## src/rtl/tlb_op_sequencer_if.sv

```systemverilog
// tlb_op_sequencer_if: writeback/CSR/TLB-side bundle of the TLB op sequencer
// master = writeback stage, CSR file and TLB array; slave = sequencer
`timescale 1ns/1ps
interface tlb_op_sequencer_if #(parameter int TLBNUMSIZE = 4);
  logic                  op_valid;
  logic                  op_ready;
  logic [2:0]            op_code;
  logic [4:0]            inv_op;
  logic [9:0]            inv_asid;
  logic [18:0]           inv_vppn;
  logic [TLBNUMSIZE-1:0] csr_idx;
  logic [18:0]           csr_vppn;
  logic [9:0]            csr_asid;
  logic [18:0]           s_vppn;
  logic [9:0]            s_asid;
  logic                  s_found;
  logic [TLBNUMSIZE-1:0] s_index;
  logic                  s1e;
  logic [TLBNUMSIZE-1:0] s1_index;
  logic                  s1_ne;
  logic                  re;
  logic                  tlb_we;
  logic [TLBNUMSIZE-1:0] tlb_w_index;
  logic [TLBNUMSIZE-1:0] walk_index;
  logic                  walk_e;
  logic                  walk_g;
  logic [5:0]            walk_ps;
  logic [9:0]            walk_asid;
  logic [18:0]           walk_vppn;
  logic                  clr_we;
  logic                  inv_err;
  logic                  done;
  logic                  refetch;
  modport master (
    output op_valid, op_code, inv_op, inv_asid, inv_vppn, csr_idx, csr_vppn, csr_asid,
           s_found, s_index, walk_e, walk_g, walk_ps, walk_asid, walk_vppn,
    input  op_ready, s_vppn, s_asid, s1e, s1_index, s1_ne, re, tlb_we, tlb_w_index,
           walk_index, clr_we, inv_err, done, refetch
  );
  modport slave (
    input  op_valid, op_code, inv_op, inv_asid, inv_vppn, csr_idx, csr_vppn, csr_asid,
           s_found, s_index, walk_e, walk_g, walk_ps, walk_asid, walk_vppn,
    output op_ready, s_vppn, s_asid, s1e, s1_index, s1_ne, re, tlb_we, tlb_w_index,
           walk_index, clr_we, inv_err, done, refetch
  );
endinterface

```

## src/rtl/tlb_op_sequencer.sv

```systemverilog
// tlb_op_sequencer: steps committed TLBSRCH/RD/WR/FILL/INVTLB ops onto the TLB array and CSR file
// ports: clk, reset (sync, active-high), bus (tlb_op_sequencer_if.slave: op handshake,
// CSR keys, TLB search/walk inputs, CSR/TLB strobes, done/refetch/inv_err pulses)
`timescale 1ns/1ps
module tlb_op_sequencer #(
  parameter int TLBNUM     = 16,
  parameter int TLBNUMSIZE = 4
) (
  input logic clk,
  input logic reset,
  tlb_op_sequencer_if.slave bus
);
  localparam logic [2:0] ST_IDLE    = 3'd0;
  localparam logic [2:0] ST_SRCH    = 3'd1;
  localparam logic [2:0] ST_SRCH_WB = 3'd2;
  localparam logic [2:0] ST_RD      = 3'd3;
  localparam logic [2:0] ST_WR      = 3'd4;
  localparam logic [2:0] ST_INV     = 3'd5;
  localparam logic [2:0] ST_DONE    = 3'd6;
  logic [2:0]            r_state;
  logic [TLBNUMSIZE-1:0] r_fill, r_widx, r_walk, r_sidx;
  logic                  r_found, r_err;
  logic [4:0]            r_inv_op;
  logic [9:0]            r_inv_asid, r_csr_asid;
  logic [18:0]           r_inv_vppn, r_csr_vppn;
  logic [2:0]            w_next, w_start;
  logic                  w_acc, w_err, w_last, w_asid_m, w_va_m, w_match;
  assign w_acc   = bus.op_valid & bus.op_ready;
  assign w_err   = bus.op_code > 3'd4 || (bus.op_code == 3'd4 && bus.inv_op > 5'd6);
  assign w_last  = r_walk == TLBNUMSIZE'(TLBNUM - 1);
  assign w_start = w_err                 ? ST_DONE :
                   bus.op_code == 3'd0   ? ST_SRCH :
                   bus.op_code == 3'd1   ? ST_RD   :
                   bus.op_code == 3'd4   ? ST_INV  : ST_WR;
  // SRCH_WB, RD and WR all fall through to DONE after their single strobe cycle
  assign w_next  = r_state == ST_IDLE ? (w_acc ? w_start : ST_IDLE) :
                   r_state == ST_SRCH ? ST_SRCH_WB :
                   r_state == ST_INV  ? (w_last ? ST_DONE : ST_INV) :
                   r_state == ST_DONE ? ST_IDLE : ST_DONE;
  // ps=21 pages compare only the upper vppn bits
  assign w_asid_m = bus.walk_asid == r_inv_asid;
  assign w_va_m   = (bus.walk_ps == 6'd12 && bus.walk_vppn == r_inv_vppn) ||
                    (bus.walk_ps == 6'd21 && bus.walk_vppn[18:9] == r_inv_vppn[18:9]);
  assign w_match  = r_inv_op <= 5'd1 ? 1'b1 :
                    r_inv_op == 5'd2 ? bus.walk_g :
                    r_inv_op == 5'd3 ? ~bus.walk_g :
                    r_inv_op == 5'd4 ? ~bus.walk_g & w_asid_m :
                    r_inv_op == 5'd5 ? ~bus.walk_g & w_asid_m & w_va_m :
                                       (bus.walk_g | w_asid_m) & w_va_m;
  always_ff @(posedge clk) begin
    if (reset) begin
      r_state <= ST_IDLE;
      r_fill  <= '0;
      r_walk  <= '0;
      r_err   <= 1'b0;
      r_found <= 1'b0;
    end else begin
      r_state <= w_next;
      r_fill  <= r_fill + 1'b1;
      if (w_acc) begin
        r_inv_op   <= bus.inv_op;
        r_inv_asid <= bus.inv_asid;
        r_inv_vppn <= bus.inv_vppn;
        r_csr_vppn <= bus.csr_vppn;
        r_csr_asid <= bus.csr_asid;
        r_widx     <= bus.op_code == 3'd3 ? r_fill : bus.csr_idx;
        r_err      <= w_err;
        r_walk     <= '0;
      end
      if (r_state == ST_SRCH) begin
        r_found <= bus.s_found;
        r_sidx  <= bus.s_index;
      end
      if (r_state == ST_INV) r_walk <= r_walk + 1'b1;
    end
  end
  assign bus.op_ready    = r_state == ST_IDLE && !reset;
  assign bus.s_vppn      = r_csr_vppn;
  assign bus.s_asid      = r_csr_asid;
  assign bus.s1e         = r_state == ST_SRCH_WB;
  assign bus.s1_index    = r_found ? r_sidx : '0;
  assign bus.s1_ne       = ~r_found;
  assign bus.re          = r_state == ST_RD;
  assign bus.tlb_we      = r_state == ST_WR;
  assign bus.tlb_w_index = r_widx;
  assign bus.walk_index  = r_walk;
  assign bus.clr_we      = r_state == ST_INV && bus.walk_e && w_match;
  assign bus.done        = r_state == ST_DONE;
  assign bus.refetch     = r_state == ST_DONE;
  assign bus.inv_err     = r_state == ST_DONE && r_err;
endmodule

```

## src/flat_wrapper.sv

```systemverilog
// flat-port wrapper written by rule: the top's interface ports become plain ports
module tlb_op_sequencer_flat 
#(
  parameter int TLBNUM     = 16,
  parameter int TLBNUMSIZE = 4
)
  (clk, reset, bus_op_valid, bus_op_code, bus_inv_op, bus_inv_asid, bus_inv_vppn, bus_csr_idx, bus_csr_vppn, bus_csr_asid, bus_s_found, bus_s_index, bus_walk_e, bus_walk_g, bus_walk_ps, bus_walk_asid, bus_walk_vppn, bus_op_ready, bus_s_vppn, bus_s_asid, bus_s1e, bus_s1_index, bus_s1_ne, bus_re, bus_tlb_we, bus_tlb_w_index, bus_walk_index, bus_clr_we, bus_inv_err, bus_done, bus_refetch);
  tlb_op_sequencer_if #(.TLBNUMSIZE(TLBNUMSIZE)) bus_i ();
  input logic clk;
  input logic reset;
  input wire logic [$bits(bus_i.op_valid)-1:0] bus_op_valid;
  input wire logic [$bits(bus_i.op_code)-1:0] bus_op_code;
  input wire logic [$bits(bus_i.inv_op)-1:0] bus_inv_op;
  input wire logic [$bits(bus_i.inv_asid)-1:0] bus_inv_asid;
  input wire logic [$bits(bus_i.inv_vppn)-1:0] bus_inv_vppn;
  input wire logic [$bits(bus_i.csr_idx)-1:0] bus_csr_idx;
  input wire logic [$bits(bus_i.csr_vppn)-1:0] bus_csr_vppn;
  input wire logic [$bits(bus_i.csr_asid)-1:0] bus_csr_asid;
  input wire logic [$bits(bus_i.s_found)-1:0] bus_s_found;
  input wire logic [$bits(bus_i.s_index)-1:0] bus_s_index;
  input wire logic [$bits(bus_i.walk_e)-1:0] bus_walk_e;
  input wire logic [$bits(bus_i.walk_g)-1:0] bus_walk_g;
  input wire logic [$bits(bus_i.walk_ps)-1:0] bus_walk_ps;
  input wire logic [$bits(bus_i.walk_asid)-1:0] bus_walk_asid;
  input wire logic [$bits(bus_i.walk_vppn)-1:0] bus_walk_vppn;
  output wire logic [$bits(bus_i.op_ready)-1:0] bus_op_ready;
  output wire logic [$bits(bus_i.s_vppn)-1:0] bus_s_vppn;
  output wire logic [$bits(bus_i.s_asid)-1:0] bus_s_asid;
  output wire logic [$bits(bus_i.s1e)-1:0] bus_s1e;
  output wire logic [$bits(bus_i.s1_index)-1:0] bus_s1_index;
  output wire logic [$bits(bus_i.s1_ne)-1:0] bus_s1_ne;
  output wire logic [$bits(bus_i.re)-1:0] bus_re;
  output wire logic [$bits(bus_i.tlb_we)-1:0] bus_tlb_we;
  output wire logic [$bits(bus_i.tlb_w_index)-1:0] bus_tlb_w_index;
  output wire logic [$bits(bus_i.walk_index)-1:0] bus_walk_index;
  output wire logic [$bits(bus_i.clr_we)-1:0] bus_clr_we;
  output wire logic [$bits(bus_i.inv_err)-1:0] bus_inv_err;
  output wire logic [$bits(bus_i.done)-1:0] bus_done;
  output wire logic [$bits(bus_i.refetch)-1:0] bus_refetch;
  assign bus_i.op_valid = bus_op_valid;
  assign bus_i.op_code = bus_op_code;
  assign bus_i.inv_op = bus_inv_op;
  assign bus_i.inv_asid = bus_inv_asid;
  assign bus_i.inv_vppn = bus_inv_vppn;
  assign bus_i.csr_idx = bus_csr_idx;
  assign bus_i.csr_vppn = bus_csr_vppn;
  assign bus_i.csr_asid = bus_csr_asid;
  assign bus_i.s_found = bus_s_found;
  assign bus_i.s_index = bus_s_index;
  assign bus_i.walk_e = bus_walk_e;
  assign bus_i.walk_g = bus_walk_g;
  assign bus_i.walk_ps = bus_walk_ps;
  assign bus_i.walk_asid = bus_walk_asid;
  assign bus_i.walk_vppn = bus_walk_vppn;
  assign bus_op_ready = bus_i.op_ready;
  assign bus_s_vppn = bus_i.s_vppn;
  assign bus_s_asid = bus_i.s_asid;
  assign bus_s1e = bus_i.s1e;
  assign bus_s1_index = bus_i.s1_index;
  assign bus_s1_ne = bus_i.s1_ne;
  assign bus_re = bus_i.re;
  assign bus_tlb_we = bus_i.tlb_we;
  assign bus_tlb_w_index = bus_i.tlb_w_index;
  assign bus_walk_index = bus_i.walk_index;
  assign bus_clr_we = bus_i.clr_we;
  assign bus_inv_err = bus_i.inv_err;
  assign bus_done = bus_i.done;
  assign bus_refetch = bus_i.refetch;
  tlb_op_sequencer #(.TLBNUM(TLBNUM), .TLBNUMSIZE(TLBNUMSIZE)) u_core (.clk(clk), .reset(reset), .bus(bus_i));
endmodule
```

## config.mk

```make
export PLATFORM = sky130hd
export DESIGN_NAME = tlb_op_sequencer_flat
export DESIGN_NICKNAME = d
export VERILOG_FILES = /design/src/rtl/tlb_op_sequencer_if.sv /design/src/rtl/tlb_op_sequencer.sv /design/src/flat_wrapper.sv
export SDC_FILE = /design/constraint.sdc
export NUM_CORES = 1
export LEC_CHECK = 0
export ABC_AREA = 1
export BUFFER_PORTS_ARGS = -buffer_cell sky130_fd_sc_hd__buf_4
export CAP_MARGIN = 20
export CORE_MARGIN = 2
export CORE_UTILIZATION = 45
export DETAILED_ROUTE_END_ITERATION = 12
export PLACE_DENSITY = 0.75
export SYNTH_ARGS = -nofsm -noshare
export SYNTH_HDL_FRONTEND = slang
export SYNTH_SLANG_ARGS = --single-unit
```

## constraint.sdc

```tcl
create_clock -name clk -period 4.43 [get_ports clk]
set_clock_uncertainty 0.2 [all_clocks]
set_input_delay 0 -clock clk [delete_from_list [all_inputs] [get_ports clk]]
set_output_delay 0 -clock clk [all_outputs]
set_load 0.1 [all_outputs]
```

==> flow_metrics.env <==
export IMPL_synth_fp_nets=430
export IMPL_root_buffer="clkbuf_8"
export IMPL_syn_to_final_growth_pct=67.0
export IMPL_ctsHtreeMaxLevel=3
export IMPL_portBuffers=164
export IMPL_syn_inst=313
export IMPL_drtIter0Drc=121
export IMPL_power_switching_mw=0.632
export IMPL_synth_area_leader_cell="edfxtp_1"
export IMPL_rsz0062_at_grt="no"
export IMPL_drc=0
export IMPL_syn_cell_area_um2=3490
export IMPL_io_pins=165
export IMPL_worstRegToRegCells=5
export IMPL_critPathCaptureType="primary output"
export IMPL_comb_power_share=0.250
export IMPL_ys_seq_area_frac=0.685
export IMPL_synthArstFlopShare=0
export IMPL_tightest_slew_ps=447
export IMPL_via_count=3081
export IMPL_antenna_found_initial=0
export IMPL_min_delay_start="bus_op_code[0]"
export IMPL_routed_via_density=4.58
export IMPL_setup_viol=0
export IMPL_die_w_um=92.1
export IMPL_grt_use_total=0.225
export IMPL_cts_setup_buffers=0
export IMPL_finalCriticalPeriod_ps=2070
export IMPL_synthFlopType="edfxtp_1"
export IMPL_synth_most_common_cell="edfxtp_1"
export IMPL_fp_dieH_um=92.1
export IMPL_synth_cell_types=30
export IMPL_gp_congestion=0.854
export IMPL_synth_edf_count=71
export IMPL_start_util=0.459
export IMPL_ys_warn_count=0
export IMPL_hold_violations=0
export IMPL_power_internal_mw=1.31
export IMPL_clock_sinks=84
export IMPL_min_path_type="in -> reg"
export IMPL_clk_insertion_delay_late_ps=350
export IMPL_clockBufferDepth=2
export IMPL_wl_mm=9.21
export IMPL_r2r_setup_slack_ps=2370
export IMPL_p_per_area_nw_per_um2=333
export IMPL_synth_common_cells="edfxtp_1 (71), nand2_1 (66), inv_1 (59)"
export IMPL_ys_seq_elements=84
export IMPL_worstReg2RegEnd="u_core.r_state[0]"
export IMPL_final_nets=683
export IMPL_hold_end="u_core.bus.tlb_w_index[1]"
export IMPL_pwr_share_seq=0.485
export IMPL_design_core_area_um2=7610
export IMPL_seqCellArea_um2=2390
export IMPL_post_synth_top_area_fraction=0.611
export IMPL_min_period_over_period=0.468
export IMPL_wire_per_inst_um=13.7
export IMPL_total_power_mw=1.94
export IMPL_num_fill_cells=480
export IMPL_power_frac_clock=0.265
export IMPL_die_area_um2=8480
export IMPL_grt_max_degree=70
export IMPL_multi_input_area_um2=858
export IMPL_avgSynthCellArea_um2=11.2
export IMPL_worstSetupStartpointType="flip-flop"
export IMPL_rows=32
export IMPL_setup_tns_final_ps=0
export IMPL_ir_drop_uv=290
export IMPL_p_sw_frac=0.326
export IMPL_hold_path_cell_count=3
export IMPL_drv_cap=0
export IMPL_synth_area_leaders="edfxtp_1 (61%), dfxtp_1 (7.5%), nand2_1 (7.1%)"
export IMPL_cts_tree="yes"
export IMPL_arrival_ps=1870
export IMPL_n_antenna_cell=0
export IMPL_outcome="finished, final reports clean"
export IMPL_fmax_mhz=482
export IMPL_numCtsBuffers=9
export IMPL_grt_pass1_vias=3266
export IMPL_layout_drive_gt1_share=0.336
export IMPL_leakage_nw=2.65
export IMPL_hpwl_mm=5.63
export IMPL_dr_pass1_iters=4
export IMPL_relSlewSlack=0.702
export IMPL_grt_pass1_wl_mm=14.7
export IMPL_r2r_start="u_core.r_state[0]"
export IMPL_overflow=0
export IMPL_report_final_slew_viol_count=0
export IMPL_path_max_fanout=2
export IMPL_path_clk_slew_ps=90
export IMPL_path_class="reg -> out"
export IMPL_ant_nets=0
export IMPL_required_ps=4230
## worst max-delay path, cell delays in order (launching register included)
cell,delay (ps)
edfxtp_1,380
or2_0,230
a21oi_1,160
nand3_1,130
a21oi_1,140
nand2_1,60
a21oi_1,120
buf_4,300
## power groups by stage
stage	Clock [mW]	Sequential (mW)	Combinational, mW
after detailed placement	0	0.959	0.420
after global placement	0	0.957	0.414
after CTS	0.515	0.941	0.476
after global routing	0.555	0.947	0.511
after floorplan	0	1.09	0.144
final	0.515	0.941	0.485
## layout make-up
class                           count  area share
Multi-Input combinational cell    166       0.147
Inverter                           61      0.0395
Timing Repair Buffer              244       0.350
Clock inverter                      7     0.00966
Sequential cell                    84       0.410
Clock buffer                        9      0.0212
Tap cell                          102      0.0219
## per-stage QoR
step	util	cell area [um2]	setup slack, ps	hold slack [ps]	std cells
6_report	0.766	5830	2360	63.4	673
5_1_grt	0.766	5830	2130	63.5	673
4_1_cts	0.764	5810	1980	35.0	672
3_5_place_dp	0.636	4840	2010	-20.7	577
3_3_place_gp	0.636	4840	2090	-22.2	577
2_1_floorplan	-	3500	977	-101	313
## cells in the final DEF (no fill, tap or decap), types with 2 or more instances in the layout
cell type        n
a21oi_1         14
inv_6            3
dfxtp_1         13
nor2_1          22
o21ai_0         14
nor3_2           2
xnor2_1          6
mux2_2           3
nand3_1         11
ha_1             2
clkbuf_8         9
dlygate4sd3_1   79
nor3_1           2
xor2_1           7
nand2_1         66
edfxtp_1        71
clkinv_2         3
nor2_4           2
buf_4          164
nand4_1          4
inv_1           59
## logic make-up (layout without fill, tap and decap cells)
kind of cell | Yosys count | count (layout) | share of synthesized area
buf+inv | 63 | 321 | 0.0702
fa+ha+maj | 2 | 2 | 0.00717
compound gates | 32 | 32 | 0.0491
mux | 3 | 3 | 0.00968
simple gates | 116 | 116 | 0.146
flops | 84 | 84 | 0.685
xor+xnor | 13 | 13 | 0.0326
## metal layers
| layer | vias up | share of wire | track usage |
|---|---|---|---|
| li1 | 1530 | - | - |
| met1 | 1404 | 0.38 | 0.250 |
| met2 | 126 | 0.53 | 0.406 |
| met3 | 21 | 0.067 | 0.0657 |
| met4 | 0 | 0.029 | 0.0858 |
| met5 | - | 0 | 0 |
## registers in the layout, summed over array words and instances (netlist names), named ones only
register                cells
u_core.r_inv_vppn          19
u_core.bus.s_asid          10
u_core.r_fill               4
u_core.r_found              1
u_core.r_state              2
u_core.bus.walk_index       4
u_core.r_sidx               4
u_core.bus.s_vppn          19
u_core.bus.tlb_w_index      4
u_core.r_inv_op             5
u_core.r_err                1
u_core.r_inv_asid          10
## how the worst max path moves through the flow
stage / from / endpoint / cells past startpoint
2_1_floorplan: flip-flop / bus_inv_err / 4
3_3_place_gp: flip-flop / u_core.bus.s_vppn[10] / 5
3_5_place_dp: flip-flop / u_core.bus.s_vppn[10] / 5
4_1_cts: flip-flop / u_core.bus.s_asid[9] / 5
5_1_grt: u_core.r_inv_vppn[3] / bus_clr_we / 12
6_report: u_core.r_inv_asid[7] / bus_clr_we / 7
## timing repair
| action | CTS | global route |
|---|---|---|
| endpoints found under the hold margin | 88 | 0 |
| hold buffers | 79 | 0 |
| gates resized for setup | 0 | 0 |
Power figures use the tool's default switching activity.
